===== src/rtl/aes_tiled_pkg.sv =====
// Shared definitions for the tiled AES lane datapath: FSM encoding, op decode,
// job-to-byte routing and the GF(2^8) primitives used by every lane.
package aes_tiled_pkg;

   typedef enum logic [1:0] {ST_IDLE, ST_BUSY, ST_DONE} state_t;
   typedef enum logic [1:0] {OP_SBSR, OP_SB, OP_MIX} op_t;

   // col[i] selects one of the 8 source bytes ({rs2, rs1}, rs1 byte 0 = index 0).
   // S-box ops use col[0] only; MIX uses all four as {c3,c2,c1,c0}.
   typedef struct packed {
      logic [3:0][2:0] col;
      logic [1:0]      pos;
   } bsel_t;

   function automatic bit lanes_legal(input int lanes);
      return (lanes == 1) || (lanes == 2) || (lanes == 4);
   endfunction

   function automatic op_t op_decode(input logic mix, input logic sb, input logic sbsr);
      casez ({mix, sb, sbsr})
         3'b1??:  return OP_MIX;
         3'b01?:  return OP_SB;
         default: return OP_SBSR;
      endcase
   endfunction

   function automatic bsel_t job_sel(input op_t op, input logic dec, input logic hi,
                                     input logic [1:0] job);
      bsel_t           s;
      logic [3:0][2:0] t;
      s.pos = job;
      s.col = '0;
      t     = '0;
      case (op)
         OP_MIX: begin
            case (job)
               2'd0:    s.col = {3'd0, 3'd1, 3'd4, 3'd5};
               2'd1:    s.col = {3'd1, 3'd4, 3'd5, 3'd0};
               2'd2:    s.col = {3'd2, 3'd3, 3'd6, 3'd7};
               default: s.col = {3'd3, 3'd6, 3'd7, 3'd2};
            endcase
         end
         OP_SB: s.col[0] = {1'b0, job};
         default: begin
            case ({dec, hi})
               2'b00:   t = {3'd1, 3'd2, 3'd7, 3'd0};
               2'b01:   t = {3'd5, 3'd6, 3'd3, 3'd4};
               2'b10:   t = {3'd5, 3'd2, 3'd3, 3'd0};
               default: t = {3'd1, 3'd6, 3'd7, 3'd4};
            endcase
            s.col[0] = t[job];
         end
      endcase
      return s;
   endfunction

   function automatic logic [7:0] xtime(input logic [7:0] b);
      return {b[6:0], 1'b0} ^ (b[7] ? 8'h1b : 8'h00);
   endfunction

   function automatic logic [7:0] gf_mul(input logic [7:0] a, input logic [7:0] b);
      logic [7:0] p;
      logic [7:0] x;
      p = '0;
      x = a;
      for (int i = 0; i < 8; i++) begin
         if (b[i]) p = p ^ x;
         x = xtime(x);
      end
      return p;
   endfunction

   // Multiplicative inverse as x^254 through a short addition chain.
   function automatic logic [7:0] gf_inv(input logic [7:0] x);
      logic [7:0] x2, x3, x12, x15, x240;
      x2   = gf_mul(x, x);
      x3   = gf_mul(x2, x);
      x12  = gf_mul(gf_mul(x3, x3), gf_mul(x3, x3));
      x15  = gf_mul(x12, x3);
      x240 = gf_mul(x15, x15);
      x240 = gf_mul(x240, x240);
      x240 = gf_mul(x240, x240);
      x240 = gf_mul(x240, x240);
      return gf_mul(gf_mul(x240, x12), x2);
   endfunction

   function automatic logic [7:0] rotl8(input logic [7:0] b, input int n);
      logic [15:0] t;
      t = {b, b} << n;
      return t[15:8];
   endfunction

   function automatic logic [7:0] aes_fwd_sbox(input logic [7:0] x);
      logic [7:0] i;
      i = gf_inv(x);
      return i ^ rotl8(i, 1) ^ rotl8(i, 2) ^ rotl8(i, 3) ^ rotl8(i, 4) ^ 8'h63;
   endfunction

   function automatic logic [7:0] aes_inv_sbox(input logic [7:0] s);
      return gf_inv(rotl8(s, 1) ^ rotl8(s, 3) ^ rotl8(s, 6) ^ 8'h05);
   endfunction

   function automatic logic [7:0] aes_mixcolumn_byte(input logic [31:0] col, input logic inv);
      logic [7:0] c0, c1, c2, c3;
      {c3, c2, c1, c0} = col;
      if (inv)
         return gf_mul(c0, 8'h0e) ^ gf_mul(c1, 8'h0b) ^ gf_mul(c2, 8'h0d) ^ gf_mul(c3, 8'h09);
      return xtime(c0) ^ xtime(c1) ^ c1 ^ c2 ^ c3;
   endfunction

endpackage


===== src/rtl/aes_tiled_lane.sv =====
// One byte lane: routes the job's source bytes from the latched operands and
// produces a single S-box or MixColumn result byte.
module aes_tiled_lane
   import aes_tiled_pkg::*;
#(
   parameter bit DECRYPT_EN = 1'b1
) (
   input  logic [31:0] rs1_i,
   input  logic [31:0] rs2_i,
   input  op_t         op_i,
   input  logic        dec_i,
   input  logic        hi_i,
   input  logic [1:0]  job_i,
   output logic [7:0]  byte_o,
   output logic [1:0]  pos_o
);

   logic [7:0][7:0] src;
   bsel_t           sel;
   logic [31:0]     col;
   logic [7:0]      fwd_b, inv_b, mix_b;

   assign src   = {rs2_i, rs1_i};
   assign sel   = job_sel(op_i, dec_i, hi_i, job_i);
   assign col   = {src[sel.col[3]], src[sel.col[2]], src[sel.col[1]], src[sel.col[0]]};
   assign pos_o = sel.pos;

   assign fwd_b = aes_fwd_sbox(col[7:0]);
   assign mix_b = aes_mixcolumn_byte(col, dec_i);

   if (DECRYPT_EN) begin : g_inv
      assign inv_b = aes_inv_sbox(col[7:0]);
   end else begin : g_no_inv
      assign inv_b = fwd_b;
   end

   always_comb begin
      byte_o = fwd_b;
      case (op_i)
         OP_MIX:  byte_o = mix_b;
         OP_SB:   byte_o = fwd_b;
         default: byte_o = dec_i ? inv_b : fwd_b;
      endcase
   end

endmodule


===== src/rtl/aes_tiled_lanes.sv =====
// AES SB / SBSR / MIX coprocessor datapath with LANES byte units per cycle;
// result lands in rd only when all four bytes of a job set are done.
module aes_tiled_lanes
   import aes_tiled_pkg::*;
#(
   parameter int LANES      = 1,
   parameter bit DECRYPT_EN = 1'b1
) (
   input  logic        g_clk,
   input  logic        g_resetn,
   input  logic        valid,
   input  logic        flush,
   input  logic        dec,
   input  logic        op_sb,
   input  logic        op_sbsr,
   input  logic        op_mix,
   input  logic        hi,
   input  logic [31:0] rs1,
   input  logic [31:0] rs2,
   output logic        busy,
   output logic        ready,
   output logic [31:0] rd
);

   if (!lanes_legal(LANES)) begin : g_lanes_check
      $error("aes_tiled_lanes: LANES must be 1, 2 or 4");
   end

   localparam logic [1:0] STEP = 2'(LANES);
   localparam logic [1:0] LAST = 2'(4 - LANES);

   state_t      state_q;
   logic [1:0]  cnt_q;
   logic [31:0] rs1_q, rs2_q, res_q, res_d, rd_q;
   op_t         op_q;
   logic        dec_q, hi_q;
   logic [7:0]  lane_byte [LANES];
   logic [1:0]  lane_pos  [LANES];

   for (genvar l = 0; l < LANES; l++) begin : g_lane
      logic [1:0] job;
      assign job = cnt_q + 2'(l);
      aes_tiled_lane #(.DECRYPT_EN(DECRYPT_EN)) u_lane (
         .rs1_i  (rs1_q),
         .rs2_i  (rs2_q),
         .op_i   (op_q),
         .dec_i  (dec_q),
         .hi_i   (hi_q),
         .job_i  (job),
         .byte_o (lane_byte[l]),
         .pos_o  (lane_pos[l])
      );
   end

   always_comb begin
      res_d = res_q;
      for (int l = 0; l < LANES; l++) res_d[8*lane_pos[l] +: 8] = lane_byte[l];
   end

   // Partial bytes collect in res_q so a flushed operation never disturbs rd.
   always_ff @(posedge g_clk) begin
      if (!g_resetn) begin
         state_q <= ST_IDLE;
         cnt_q   <= '0;
         rd_q    <= '0;
      end else if (flush) begin
         state_q <= ST_IDLE;
         cnt_q   <= '0;
      end else begin
         case (state_q)
            ST_BUSY: begin
               res_q <= res_d;
               cnt_q <= cnt_q + STEP;
               if (cnt_q == LAST) begin
                  rd_q    <= res_d;
                  state_q <= ST_DONE;
               end
            end
            default: begin
               if (valid) begin
                  rs1_q   <= rs1;
                  rs2_q   <= rs2;
                  op_q    <= op_decode(op_mix, op_sb, op_sbsr);
                  dec_q   <= dec & DECRYPT_EN;
                  hi_q    <= hi;
                  cnt_q   <= '0;
                  state_q <= ST_BUSY;
               end else begin
                  state_q <= ST_IDLE;
               end
            end
         endcase
      end
   end

   assign busy  = (state_q == ST_BUSY);
   assign ready = (state_q == ST_DONE);
   assign rd    = rd_q;

endmodule


===== config.mk =====
export PLATFORM = sky130hd
export DESIGN_NAME = aes_tiled_lanes
export DESIGN_NICKNAME = d
export VERILOG_FILES = /design/src/rtl/aes_tiled_pkg.sv /design/src/rtl/aes_tiled_lane.sv /design/src/rtl/aes_tiled_lanes.sv
export SDC_FILE = /design/constraint.sdc
export NUM_CORES = 2
export LEC_CHECK = 0
export CAP_MARGIN = 30
export CORE_MARGIN = 2
export CORE_UTILIZATION = 50
export DETAILED_ROUTE_END_ITERATION = 8
export GPL_ROUTABILITY_DRIVEN = 0
export PLACE_DENSITY = 0.74
export SYNTH_ARGS = -nofsm -noshare
export SYNTH_HDL_FRONTEND = slang
export SYNTH_SLANG_ARGS = --single-unit

===== constraint.sdc =====
create_clock -name g_clk -period 19.9 [get_ports g_clk]
set_input_delay 3.98 -clock g_clk [delete_from_list [all_inputs] [get_ports g_clk]]
set_output_delay 3.98 -clock g_clk [all_outputs]
set_load 0.05 [all_outputs]

==> impl_metrics.tcl <==
set metrics [dict create \
    outcome "completed" \
    drv_cap 0 \
    yosysTopAreaCellShare_pct 18.5 \
    cp.required_ns 20.08 \
    drc 0 \
    end_kind "register" \
    die_h_um 252 \
    yosys_warnings 0 \
    nets 4015 \
    final-hold-violation-count 0 \
    finalCritPeriodShare_pct 96.8 \
    drt_pass1_iterations 5 \
    portBuffers 105 \
    skew_ns 0.0149 \
    numCtsBuffers 17 \
    antenna_found_initial 0 \
    slowest_delay_ns 0.55 \
    critical_path_arrival_ns 19.44 \
    grt_pass1_vias 25700 \
    finalMaxSlewViolations 0 \
    vias 27600 \
    cts_tree "done" \
    synthCells 3624 \
    clock_sinks 136 \
    hold_depth 2 \
    dr.first_iter.drc_count 2310 \
    synth_ff_type "edfxtp_1" \
    tightest_slew_ns 1.06 \
    hold_path_class "register to register" \
    grt_util_all_layers_pct 25.4 \
    wl_per_cell_um 18.0 \
    core_region_area_um2 60600 \
    hold_buffers 0 \
    clockRootBuffer "clkbuf_16" \
    cp_slowest_cell "or4_1" \
    antenna_left 0 \
    syn_nets 3722 \
    netlist_area_um2 30700 \
    ios 107 \
    yosys.area.top_type "xnor2_1" \
    setup_violations 0 \
    grt_pass1_wl_um 134000 \
    r2r_slack_ns 0.63 \
    path_clk_slew_ns 0.06 \
    synth_edf_count 100 \
    worstRegToRegCells 79 \
    grt_max_degree 69 \
    synthDistinctLibCells 123 \
    holdPathEnd "rd[2]" \
    max_slew_margin_pct 28.9 \
    whs_ns 0.508 \
    drt_wl_total_um 84900 \
    dieArea_um2 63400 \
    drive_above_1_share_pct 20.6 \
    cp_common_cell "xnor3_2" \
    via_per_inst 5.87 \
    async_flop_share_pct 0 \
    min_period_ns 19.27 \
    r2r_end "res_q[7]" \
    grt-ovfl-total 0 \
    criticalPathCategory "register to register" \
    max_freq_ghz 0.0519 \
    path_max_fanout 20 \
    hpwl_um 61800 \
    synthTopCellsByArea "xnor2_1, xnor3_1, edfxtp_1" \
    htree_levels 4 \
    area_growth_pct 19.3 \
    avgSynthCellArea_um2 8.47 \
    synth.ff_latch_count 136 \
    layout_common_cells "xnor2_1, nand2_1, nor2_1" \
    clock_latency_ns 0.43 \
    rsz0062_at_grt "true" \
    die_x_um 252 \
    start_kind "register" \
    rows 90 \
    rr_startpoint "dec_q" \
    clockBufferDepth 2 \
    ys_seq_area_share_pct 12.1 \
    n_antenna_cell 0 \
    hold_start "rd[2]" \
    start_util_pct 50.7 \
    startpoint "dec_q" \
    final_common_cell "xnor2_1" \
]
[layout make-up]
cell class / count / area [um2]
multi-input combinational: 3185 / 26700
fill: 4976 / 24000
timing repair buffer: 515 / 4350
sequential: 136 / 3720
tap: 782 / 978
clock buffer: 21 / 460
inverter: 62 / 240
clock inverter: 11 / 136
[Yosys cell counts, types with 21 or more instances]
master	number
buf_2	56
o21ai_0	104
mux2i_1	151
nor2b_1	21
nand3_1	67
o211ai_1	23
and3_1	23
nand2b_1	63
clkbuf_1	101
ha_1	25
xnor2_2	37
a31oi_1	65
xnor3_1	153
nor2_1	414
o22ai_1	27
edfxtp_1	100
nor3_1	79
dfxtp_1	36
xnor2_1	647
nand2_1	420
buf_4	36
mux2_2	23
a211oi_1	28
inv_1	46
a21oi_1	154
a22oi_1	29
xor2_1	194
and2_1	28
xor3_1	26
[worst max-delay path: cells and delay by family, from the launching register on]
| kind | cells | cell delay, ns |
|---|---|---|
| AOI/OAI and AO/OA | 10 | 2.38 |
| xor gates and xnor gates | 37 | 10.24 |
| adders and majority gates | 3 | 0.86 |
| buffers and inverters | 14 | 2.11 |
| DFF | 1 | 0.43 |
| muxes | 2 | 0.56 |
| and+or+nand+nor | 13 | 2.37 |
[kinds of logic (layout without fill, tap and decap cells)]
logic type,count (synthesis),after routing,share of synthesized area (%)
compound gates,642,642,14.2
buf+inv,304,609,5.21
flops,136,136,12.1
fa+ha+maj,27,27,1.08
simple gates,1224,1224,18.1
mux,187,187,6.57
xor+xnor,1104,1105,42.7
[routing by layer]
metal,global-route usage [%],up-vias,share of wire (%)
met5,0,-,0
met4,9.45,0,3.7
met3,1.85,199,6.4
met2,44.0,1116,49
met1,33.4,13200,41
li1,-,13200,-
[metrics by stage]
step	instance area, um2	setup WS (ns)	utilization [%]	instances	TNS, ns
after floorplan	31000	0.0105	-	3624	0
after global placement	34000	-0.325	56.1	4553	-12.25
after detailed placement	34000	-0.526	56.1	4555	-23.45
after CTS	34900	0.0147	57.7	4611	0
after global routing	36600	-0.127	60.5	4712	-2.48
final	36600	0.635	60.5	4712	0
[worst max path at each step]
| stage | endpoint | slack [ns] |
|---|---|---|
| 2_1_floorplan | res_q[10] | 0.01 |
| 3_3_place_gp | rd[13] | -0.33 |
| 3_5_place_dp | res_q[5] | -0.53 |
| 4_1_cts | res_q[9] | 0.01 |
| 5_1_grt | rd[30] | -0.13 |
| 6_report | res_q[7] | 0.63 |
[registers in the layout (all words and copies together), names as in the netlist, 2 cells and up]
register / cells
rd: 32
res_q: 32
rs1_q: 32
rs2_q: 32
cnt_q: 2
op_q: 2
state_q: 2
[what timing repair did]
| item | in CTS | in global routing |
|---|---|---|
| setup buffers | 24 | 98 |
| gates cloned | 0 | 2 |
| pin swaps | 17 | 86 |
| endpoints found under the setup margin | 64 | 64 |
| gates resized for setup | 25 | 161 |
Power is left out: the tool's default activity adds up to more than one toggle a clock period on the data nets, which glitch-free logic cannot reach.
